==> src/rtl/seg_pkg.sv <==
// Shared types, segment encodings and sizing helpers for the multiplexed
// 7-segment display driver.
package seg_pkg;

  typedef enum logic [1:0] {
    IDLE = 2'd0,
    CONV = 2'd1,
    DONE = 2'd2
  } state_t;

  localparam logic [6:0] SEG_BLANK = 7'h7F;
  localparam logic [6:0] SEG_DASH  = 7'h3F;

  // Active-low {g,f,e,d,c,b,a}; A-F rendered as A,b,C,d,E,F.
  function automatic logic [6:0] seg_glyph(input logic [3:0] val);
    case (val)
      4'h0:    seg_glyph = 7'h40;
      4'h1:    seg_glyph = 7'h79;
      4'h2:    seg_glyph = 7'h24;
      4'h3:    seg_glyph = 7'h30;
      4'h4:    seg_glyph = 7'h19;
      4'h5:    seg_glyph = 7'h12;
      4'h6:    seg_glyph = 7'h02;
      4'h7:    seg_glyph = 7'h78;
      4'h8:    seg_glyph = 7'h00;
      4'h9:    seg_glyph = 7'h10;
      4'hA:    seg_glyph = 7'h08;
      4'hB:    seg_glyph = 7'h03;
      4'hC:    seg_glyph = 7'h46;
      4'hD:    seg_glyph = 7'h21;
      4'hE:    seg_glyph = 7'h06;
      default: seg_glyph = 7'h0E;
    endcase
  endfunction

  // Decimal digits needed for 2^dw-1, i.e. floor(dw*log10(2)) + 1.
  function automatic int bcd_digits(input int dw);
    return (dw * 30103) / 100000 + 1;
  endfunction

endpackage

==> src/rtl/bin2bcd_seq.sv <==
// Sequential double-dabble binary-to-BCD converter: one adjust+shift per clock,
// busy for exactly DW cycles after start.
module bin2bcd_seq
  import seg_pkg::*;
#(
  parameter int DW = 16,
  parameter int ND = bcd_digits(DW)
) (
  input  logic            clk,
  input  logic            rst_n,
  input  logic            start,
  input  logic [DW-1:0]   bin,
  output logic            busy,
  output logic            done,
  output logic [4*ND-1:0] bcd
);

  localparam int CW = $clog2(DW + 1);

  logic [DW-1:0]   sh;
  logic [4*ND-1:0] acc;
  logic [4*ND-1:0] adj;
  logic [CW-1:0]   cnt;

  always_comb begin
    adj = acc;
    for (int i = 0; i < ND; i++) begin
      if (acc[4*i +: 4] >= 4'd5) adj[4*i +: 4] = acc[4*i +: 4] + 4'd3;
    end
  end

  always_ff @(posedge clk or negedge rst_n) begin
    if (!rst_n) begin
      sh   <= '0;
      acc  <= '0;
      cnt  <= '0;
      busy <= 1'b0;
    end else if (busy) begin
      {acc, sh} <= {adj, sh} << 1;
      cnt       <= cnt - CW'(1);
      if (cnt == CW'(1)) busy <= 1'b0;
    end else if (start) begin
      sh   <= bin;
      acc  <= '0;
      cnt  <= CW'(DW);
      busy <= 1'b1;
    end
  end

  // done marks the final shift; bcd holds the finished result from the next cycle on.
  assign done = busy && (cnt == CW'(1));
  assign bcd  = acc;

endmodule

==> src/rtl/seg_display_mux.sv <==
// Multiplexed NDIG-digit common-anode 7-segment driver, hex or decimal display.
// Build option: define LEADING_ZERO_BLANK_EN to blank leading zero digits.
//
//  state | meaning
//  IDLE  | waiting for a load strobe or a pending load
//  CONV  | decimal conversion running in bin2bcd_seq
//  DONE  | new digits/dp/ovf committed to the shadow at the end of this cycle
module seg_display_mux
  import seg_pkg::*;
#(
  parameter int NDIG    = 4,
  parameter int DW      = 16,
  parameter int CLK_HZ  = 50_000_000,
  parameter int SCAN_HZ = 1000
) (
  input  logic            clk,
  input  logic            rst_n,
  input  logic [DW-1:0]   dat,
  input  logic            dat_vld,
  input  logic            mode,
  input  logic [NDIG-1:0] dp,
  output logic            busy,
  output logic            ovf,
  output logic            ce_ms,
  output logic [NDIG-1:0] AN,
  output logic [7:0]      SEG
);

  localparam int P  = CLK_HZ / SCAN_HZ;
  localparam int PW = (P > 1) ? $clog2(P) : 1;
  localparam int IW = (NDIG > 1) ? $clog2(NDIG) : 1;
  localparam int ND = bcd_digits(DW);
  localparam int LW = 4 * NDIG;
`ifdef LEADING_ZERO_BLANK_EN
  localparam bit LZB = 1'b1;
`else
  localparam bit LZB = 1'b0;
`endif

  logic [PW-1:0]   pre_cnt;
  logic [IW-1:0]   idx, idx_nxt;

  state_t          state;
  logic            cap_mode;
  logic [DW-1:0]   cap_dat;
  logic [NDIG-1:0] cap_dp;
  logic            pend, pend_mode;
  logic [DW-1:0]   pend_dat;
  logic [NDIG-1:0] pend_dp;
  logic            go, src_mode;
  logic [DW-1:0]   src_dat;
  logic [NDIG-1:0] src_dp;

  logic            conv_busy, conv_done;
  logic [4*ND-1:0] bcd;

  logic            sh_vld, sh_ovf;
  logic [NDIG-1:0] sh_dp;
  logic [3:0]      sh_dig [NDIG];
  logic [3:0]      nx_dig [NDIG];
  logic            nx_ovf;
  logic [LW-1:0]   dat_x, bcd_x;

  logic [3:0]      cur_dig;
  logic            cur_dp, cur_lead;
  logic [7:0]      seg_nxt;

  assign ce_ms   = (pre_cnt == PW'(P - 1));
  assign idx_nxt = !ce_ms ? idx : (idx == IW'(NDIG - 1)) ? '0 : idx + IW'(1);

  always_ff @(posedge clk or negedge rst_n) begin
    if (!rst_n) begin
      pre_cnt <= '0;
      idx     <= '0;
    end else begin
      pre_cnt <= ce_ms ? '0 : pre_cnt + PW'(1);
      idx     <= idx_nxt;
    end
  end

  // A live strobe in IDLE wins over (and discards) an older pending load.
  assign go       = (state == IDLE) && (dat_vld || pend);
  assign src_mode = dat_vld ? mode : pend_mode;
  assign src_dat  = dat_vld ? dat  : pend_dat;
  assign src_dp   = dat_vld ? dp   : pend_dp;

  always_ff @(posedge clk or negedge rst_n) begin
    if (!rst_n) begin
      state     <= IDLE;
      cap_mode  <= 1'b0;
      cap_dat   <= '0;
      cap_dp    <= '0;
      pend      <= 1'b0;
      pend_mode <= 1'b0;
      pend_dat  <= '0;
      pend_dp   <= '0;
    end else begin
      if (dat_vld && state != IDLE) begin
        pend      <= 1'b1;
        pend_mode <= mode;
        pend_dat  <= dat;
        pend_dp   <= dp;
      end else if (go) begin
        pend <= 1'b0;
      end
      case (state)
        IDLE: if (go) begin
          cap_mode <= src_mode;
          cap_dat  <= src_dat;
          cap_dp   <= src_dp;
          state    <= src_mode ? CONV : DONE;
        end
        CONV:    if (conv_done) state <= DONE;
        DONE:    state <= IDLE;
        default: state <= IDLE;
      endcase
    end
  end

  bin2bcd_seq #(.DW(DW), .ND(ND)) u_bcd (
    .clk   (clk),
    .rst_n (rst_n),
    .start (go && src_mode),
    .bin   (src_dat),
    .busy  (conv_busy),
    .done  (conv_done),
    .bcd   (bcd)
  );

  assign busy  = conv_busy;
  assign dat_x = LW'(cap_dat);
  assign bcd_x = LW'(bcd);

  always_comb begin
    nx_ovf = 1'b0;
    for (int i = 0; i < NDIG; i++) nx_dig[i] = cap_mode ? bcd_x[4*i +: 4] : dat_x[4*i +: 4];
    if (cap_mode) begin
      for (int i = NDIG; i < ND; i++) nx_ovf |= (bcd[4*i +: 4] != 4'd0);
    end else begin
      for (int b = LW; b < DW; b++) nx_ovf |= cap_dat[b];
    end
  end

  always_ff @(posedge clk or negedge rst_n) begin
    if (!rst_n) begin
      sh_vld <= 1'b0;
      sh_ovf <= 1'b0;
      sh_dp  <= '0;
      for (int i = 0; i < NDIG; i++) sh_dig[i] <= '0;
    end else if (state == DONE) begin
      sh_vld <= 1'b1;
      sh_ovf <= nx_ovf;
      sh_dp  <= cap_dp;
      for (int i = 0; i < NDIG; i++) sh_dig[i] <= nx_dig[i];
    end
  end

  assign ovf = sh_ovf;

  // Segment data is looked up with the next scan index so SEG and AN switch on the same edge.
  always_comb begin
    cur_dig  = sh_dig[idx_nxt];
    cur_dp   = sh_dp[idx_nxt];
    cur_lead = 1'b1;
    for (int i = 0; i < NDIG; i++) begin
      if (i >= int'(idx_nxt) && sh_dig[i] != 4'd0) cur_lead = 1'b0;
    end
    if (!sh_vld)
      seg_nxt = 8'hFF;
    else if (sh_ovf)
      seg_nxt = {1'b1, SEG_DASH};
    else if (LZB && idx_nxt != '0 && cur_lead && !cur_dp)
      seg_nxt = {1'b1, SEG_BLANK};
    else
      seg_nxt = {~cur_dp, seg_glyph(cur_dig)};
  end

  always_ff @(posedge clk or negedge rst_n) begin
    if (!rst_n) begin
      AN  <= '1;
      SEG <= 8'hFF;
    end else begin
      AN  <= ~(NDIG'(1) << idx_nxt);
      SEG <= seg_nxt;
    end
  end

endmodule
==> config.mk <==
export PLATFORM = sky130hd
export DESIGN_NAME = seg_display_mux
export DESIGN_NICKNAME = d
export VERILOG_FILES = /design/src/rtl/seg_pkg.sv /design/src/rtl/bin2bcd_seq.sv /design/src/rtl/seg_display_mux.sv
export SDC_FILE = /design/constraint.sdc
export NUM_CORES = 1
export LEC_CHECK = 0
export CAP_MARGIN = 0
export CORE_MARGIN = 10
export CORE_UTILIZATION = 50
export DETAILED_ROUTE_END_ITERATION = 10
export GPL_ROUTABILITY_DRIVEN = 0
export MAX_ROUTING_LAYER = met4
export PLACE_DENSITY = 0.71
export SLEW_MARGIN = 30
export SYNTH_ARGS = -nofsm -noshare
export SYNTH_HDL_FRONTEND = slang
export SYNTH_HIERARCHICAL = 1
export SYNTH_SLANG_ARGS = --single-unit
==> constraint.sdc <==
create_clock -name clk -period 3.3 [get_ports clk]
set_clock_uncertainty 0.2 [all_clocks]
set_input_delay 0.66 -clock clk [delete_from_list [all_inputs] [get_ports clk]]
set_output_delay 0.66 -clock clk [all_outputs]
set_load 0.02 [all_outputs]
==> Yosys cells after proc, flatten, opt, wreduce, memory -nomap -nowiden <==
Memories as Yosys holds them, arrays and structs flattened.
Index checks and enable logic that the tools add are counted.
Widths: inputs -> output; s select.
{ "totals": {"inputBits": 24, "word_cells": 100, "latch_bits": 0, "mem_bits_rw": 0, "n_memories": 1, "register_bits": 139, "out_inout_bits": 15, "mem_bits_ro": 112} }
{ "op_classes": {"mux": 38, "order_cmp": 7, "reduce_logical": 12, "eq_ne": 7, "addsub": 8, "div_mod_pow": 0, "n_shift": 1, "mul": 0, "n_bitwise": 3} }
{ "mem_list": {"columns": ["name", "words", "width", "read_ports", "rd_ports_with_merged_regs", "write_ports", "line", "rtl"], "rows": [
  ["(name not given)", 16, 7, 1, 0, 0, "seg_pkg.sv:16", "case (val)"]
]} }
{ "ops": {"columns": ["cell", "n"], "rows": [
  ["$mux 16", 4],
  ["$mux 4", 11],
  ["$mux 20", 2],
  ["$ge 4x3->1 const B", 5],
  ["$add 16x1->16 const B", 1],
  ["$add 4x2->4 const B", 4],
  ["$eq 16x16->1 const B", 1],
  ["$mux 8", 2],
  ["$mux 2", 5],
  ["$mux 5", 2],
  ["$bmux 4 s2", 1],
  ["$mux 1", 8],
  ["$reduce_bool 2->1", 3],
  ["$eq 5x1->1 const B", 1],
  ["$sub 5x1->5 const B", 1],
  ["$eq 2x2->1 const B", 2],
  ["$logic_and 1x1->1", 4],
  ["$ne 2x2->1 const B", 2],
  ["$not 4->4", 1],
  ["$pmux 2 s2", 1],
  ["$reduce_and 2->1", 2],
  ["$reduce_bool 4->1", 1],
  ["$shl 1x2->4 const A", 1],
  ["$add 3x2->3 const B", 1],
  ["10 further kinds", 10]
]} }

==> Logic depth before layout (Yosys ltp) <==
An unclocked memory read counts as a cell.
{ "depth": {"ltp_word": 10, "depth_mapped": 13, "ltp_nobuf": 13} }

==> Modules after synthesis <==
Netlist, hierarchy kept.
{ "modules_own_cells": {"columns": ["module", "area_each_um2", "cells_each", "seq_area_each_um2", "instances"], "rows": [
  ["seg_display_mux", 4613.2, 386, 2442.3, 1],
  ["bin2bcd_seq", 2392.3, 246, 1051.0, 1]
]} }

==> Worst setup path after synthesis <==
No wires, ideal clock.
{ "synth_path": {"kind": "register to register", "startpoint": "register pre_cnt[11]", "endpoint": "register SEG[0]", "path_buffers": 0, "arrival_ps": 3364, "stages_incl_launch_ff": 11, "setup_slack_ps": -351, "required_ps": 3013, "cell_sequence": "dfrtp_1 -> or4b_4 -> nor4_4 -> mux2i_1 -> clkinv_2 -> a21oi_1 -> a22o_1 -> inv_1 -> ha_1 -> o41ai_2 -> nor3_1"} }
{ "synth_between": {"elab_chain_cells": 9} }
{ "synth_rtl": {"columns": ["element", "line", "rtl"], "rows": [
  ["from (decl)", "seg_display_mux.sv:40", "logic [PW-1:0] pre_cnt;"],
  ["from (signal assigned)", "seg_display_mux.sv:76", "pre_cnt <= ce_ms ? '0 : pre_cnt + PW'(1);"],
  ["$eq 16x16->1", "seg_display_mux.sv:68", "assign ce_ms = (pre_cnt == PW'(P - 1));"],
  ["$mux 2", "seg_display_mux.sv:69", "assign idx_nxt = !ce_ms ? idx : (idx == IW'(NDIG - 1)) ? '0 : idx + IW'(1);"],
  ["named net idx_nxt[1]", "seg_display_mux.sv:41", "logic [IW-1:0] idx, idx_nxt;"],
  ["$not 2->3 (implied by the code)", "seg_display_mux.sv:162", "cur_dig = sh_dig[idx_nxt];"],
  ["$bmux 4 s2", "seg_display_mux.sv:162", null],
  ["$mux 4 (implied by the code) (2 in series)", "seg_display_mux.sv:162", null],
  ["$mem_v2 16x7", null, null],
  ["$mux 8", "seg_display_mux.sv:170", "else if (sh_ovf)"],
  ["$mux 8", "seg_display_mux.sv:168", "if (!sh_vld)"],
  ["named net seg_nxt[0]", "seg_display_mux.sv:66", "logic [7:0] seg_nxt;"],
  ["to (signal assigned)", "seg_display_mux.sv:184", "SEG <= seg_nxt;"],
  ["to (decl)", "seg_display_mux.sv:26", "output logic [7:0] SEG"]
]} }
The timed path passes the listed nets, and every way through them passes these cells. The select of a mux whose other input is x is not followed.
A chain may end at the register's enable or synchronous reset.

==> Worst setup path after layout <==
{ "layout_path": {"startpoint": "register pre_cnt[10]", "endpoint": "register SEG[0]"} }
Same word-level chain as after synthesis.

==> flow_summary.yaml <==
route:
  dr.pass1.iters: 5
  drt-vias-per-instance: 5.673
  wl_per_cell_um: 16.87
  drt-initial-drc-count: 465
  routed_wl_mm: 15.08
  detail-route-antenna-nets: 0
  drc_errors: 0
  vias: 5072
yosys:
  ys_ff_latch: 139
  synthTopCellsByCount: "127 x dfrtp_1, 69 x nand2_1, 56 x mux2_2, 43 x o21ai_0, 42 x mux2i_1"
  synthAdderAreaFrac: 0.03929
  synth_top_area_share: 0.4537
  ys_seq_area_frac: 0.4987
  syn_area_um2: 7005
  yosysUniqueCellTypes: 70
  synth_area_leaders: "dfrtp_1 45%, mux2_2 9.0%, mux2i_1 6.0%"
  synth_edf_count: 0
  synth-xor-area-share: 0.02000
  syn_area_per_cell_um2: 11.08
  ys_warn_count: 6
  synthSimpleGateAreaFrac: 0.1306
  muxShareOfSynthArea: 0.1500
  synth_top_family_by_area: "multiplexers"
  synth.most_common_cell: "dfrtp_1"
  syn-num-nets: 678
  synthFlopType: "dfrtp_1"
  async_reset_ff_frac: 1.000
  synth_top_cell_by_area: "dfrtp_1"
  synth_cells: 632
  synth_compound_area_frac: 0.1231
die:
  die_width_um: 138.4
  start_util: 0.5067
  io-pin-count: 39
  fp.coreArea_um2: 13830
  die-area_um2: 19140
  row_count: 43
  die_y_um: 138.4
clock_tree:
  h-tree-depth: 4
  cts_buffers: 17
  clock-sinks: 139
  cts_buffer_depth: 2
  cts-hold-fix-buffers: 0
  clkTransAtPathRegs_ps: 60
  cts_tree: "yes"
  clock_latency_ps: 430
  root_buffer: "clkbuf_16"
hold_path:
  hp-class: "in2async"
pwr:
  intPower_mw: 5.074
  leakage_nw: 3.695
  powerDensity_nw_per_um2: 928.4
  p_comb_frac: 0.375
  seqPwrFrac: 0.382
  finalPower_mw: 7.918
  irDropWorstVdd_mv: 0.5567
  switching_share: 0.3591
  clkPwrFrac: 0.244
  p_sw_mw: 2.844
sta:
  max_slew_margin: 0.3592
  slew_viol_final: 0
  fmax_mhz: 293.4
  tightest_slew_ps: 961.3
  finalSetupViolCount: 3
  hold_viol: 0
  period_minus_slack_ps: 3408
  period_share: 1.033
  fin_ws_ps: -108.2
  rsz0062_at_grt: "yes"
placement:
  dp_hpwl_mm: 10.51
  io_buffers: 38
  place_inst: 856
  preCtsSetupSlack_ps: -76.05
  dpl_cell_area_um2: 7805
finish:
  drive_gt1_frac: 0.2549
  layout.nets: 747
  fin_cells: 894
  synthToLayoutAreaGrowth_pct: 21.74
  final_area_um2: 8528
  antenna_cells: 0
worst_setup_path:
  cp_max_fo: 6
  cp_num_buf_inv: 3
  r2r_end: "SEG[0]"
  startpoint: "pre_cnt[10]"
  cpPeakStageDelay_ps: 550
  cp_slowest_cell: "or4b_4"
  rr_worst_depth: 10
  ff2ff_setup_slack_ps: -110
  r2r_start: "pre_cnt[10]"
  endpoint_kind: "register"
  cp.required_ps: 3430
  crit_type: "reg2reg"
  path_cells: "or4b_4 -> buf_6 -> nor4_4 -> mux2i_4 -> clkinv_4 -> buf_4 -> o211a_4 -> or2_4 -> o41ai_2 -> nor3_2"
  critical-path-top-delay-family: "simple AND/OR/NAND/NOR gates"
  critical_path_arrival_ps: 3540
  worst_setup_path_start_kind: "register"
global_route:
  grt_pass1_vias: 5307
  gr-total-overflow: 0
  antenna_found_initial: 0
  grt.total_usage: 0.1648
  grt_pass1_wl_mm: 25.96
  grt_max_degree: 65
flow_run:
  drv_cap: 0
run_status:
  violations: "negative setup slack"
  status: "complete, but fails checks"
cell usage in the layout (no fill, tap or decap), drive strengths merged, types with 4 or more instances in the layout:
cell,netlist,final
inv,23,25
o211a,4,4
o22ai,7,7
xor2,9,9
ha,22,22
nand2,69,69
clkbuf,14,18
and3,9,9
clkdlybuf4s50,0,36
nand2b,10,10
o221ai,4,4
buf,19,46
a311o,4,4
a2111oi,4,4
nor2b,8,8
nor3,9,9
nor2,24,24
a2111o,5,5
mux2,56,56
nor3b,6,6
clkinv,1,7
o21ai,43,43
nor4,7,7
nand3,19,19
a21oi,17,17
xnor2,7,7
dfstp,12,12
dfrtp,127,127
mux2i,42,42
per-stage QoR:
step,util,hold WS (ps),setup TNS (ps)
3_5_place_dp,0.5645,249.7,-149.4
6_report,0.6168,14.38,-163.1
4_1_cts,0.6101,30.94,-34.75
5_1_grt,0.6168,51.66,-1060
3_3_place_gp,0.5645,240.4,-24.38
2_1_floorplan,-,164.4,-266.2
cell families (layout without fill, tap and decap cells):
group                    after synthesis  count (layout)
flip-flops                           139             139
AO/OA/AOI/OAI                        122             122
adder cells (fa/ha/maj)               22              22
AND/OR/NAND/NOR                      178             178
multiplexers                          98              98
XOR/XNOR                              16              16
buffers and inverters                 57             139
per-layer routing:
metal  share of wire  wire length, um  up-vias  global-route usage
li1                -                -     2422                   -
met1            0.45             6730     2521              0.1926
met2            0.50             7577      106              0.2733
met3           0.037              555       23             0.04144
met4           0.015              221        0             0.05161
met5               0                0        -                   -
sequential cells by signal, indices dropped and copies added (netlist names), 2 cells and up:
name       cells
AN             4
SEG            8
cap_dat       16
cap_dp         4
idx            2
pend_dat      16
pend_dp        4
pre_cnt       16
sh_dig        16
sh_dp          4
state          2
u_bcd/bcd     20
u_bcd/cnt      5
u_bcd/sh      16
worst max-delay path by stage:
stage / end / cells after the start
after floorplan: SEG[6] / 10
after CTS: SEG[6] / 11
after global placement: SEG[6] / 11
after global routing: SEG[0] / 10
after detailed placement: SEG[0] / 12
final: SEG[0] / 10
worst reg2reg max path: cells and delay by family, from the launching register on:
family,cells,cell delay [ps]
AND/OR/NAND/NOR,4,1320
AO/OA/AOI/OAI,2,590
buffers and inverters,3,430
multiplexers,1,410
flip-flops,1,380
what timing repair did:
item / CTS / global route
pin swaps: 2 / 6
gates cloned: 0 / 0
gates resized for setup: 6 / 11
endpoints found under the setup margin: 7 / 7
setup buffers: 2 / 5
area by class of cell:
| cell class | instances | area (um2) |
|---|---|---|
| clock buffers | 18 | 429.2 |
| clock inverters | 14 | 171.4 |
| fillers | 1098 | 5299 |
| inverters | 24 | 100.1 |
| multi-input cells | 436 | 3373 |
| flip-flops and latches | 139 | 3495 |
| well taps | 180 | 225.2 |
| repair buffers | 83 | 734.5 |
power groups by stage:
| stage | sequential [mW] | combinational [mW] | clock [mW] |
|---|---|---|---|
| CTS | 3.01 | 2.92 | 1.96 |
| floorplan | 2.86 | 2.23 | 0 |
| global route | 3.12 | 3.29 | 2.06 |
| global placement | 3.00 | 2.75 | 0 |
| finish | 3.02 | 2.97 | 1.93 |
| detailed placement | 3.04 | 2.89 | 0 |
Note: power is estimated with default switching activity, not from simulation.
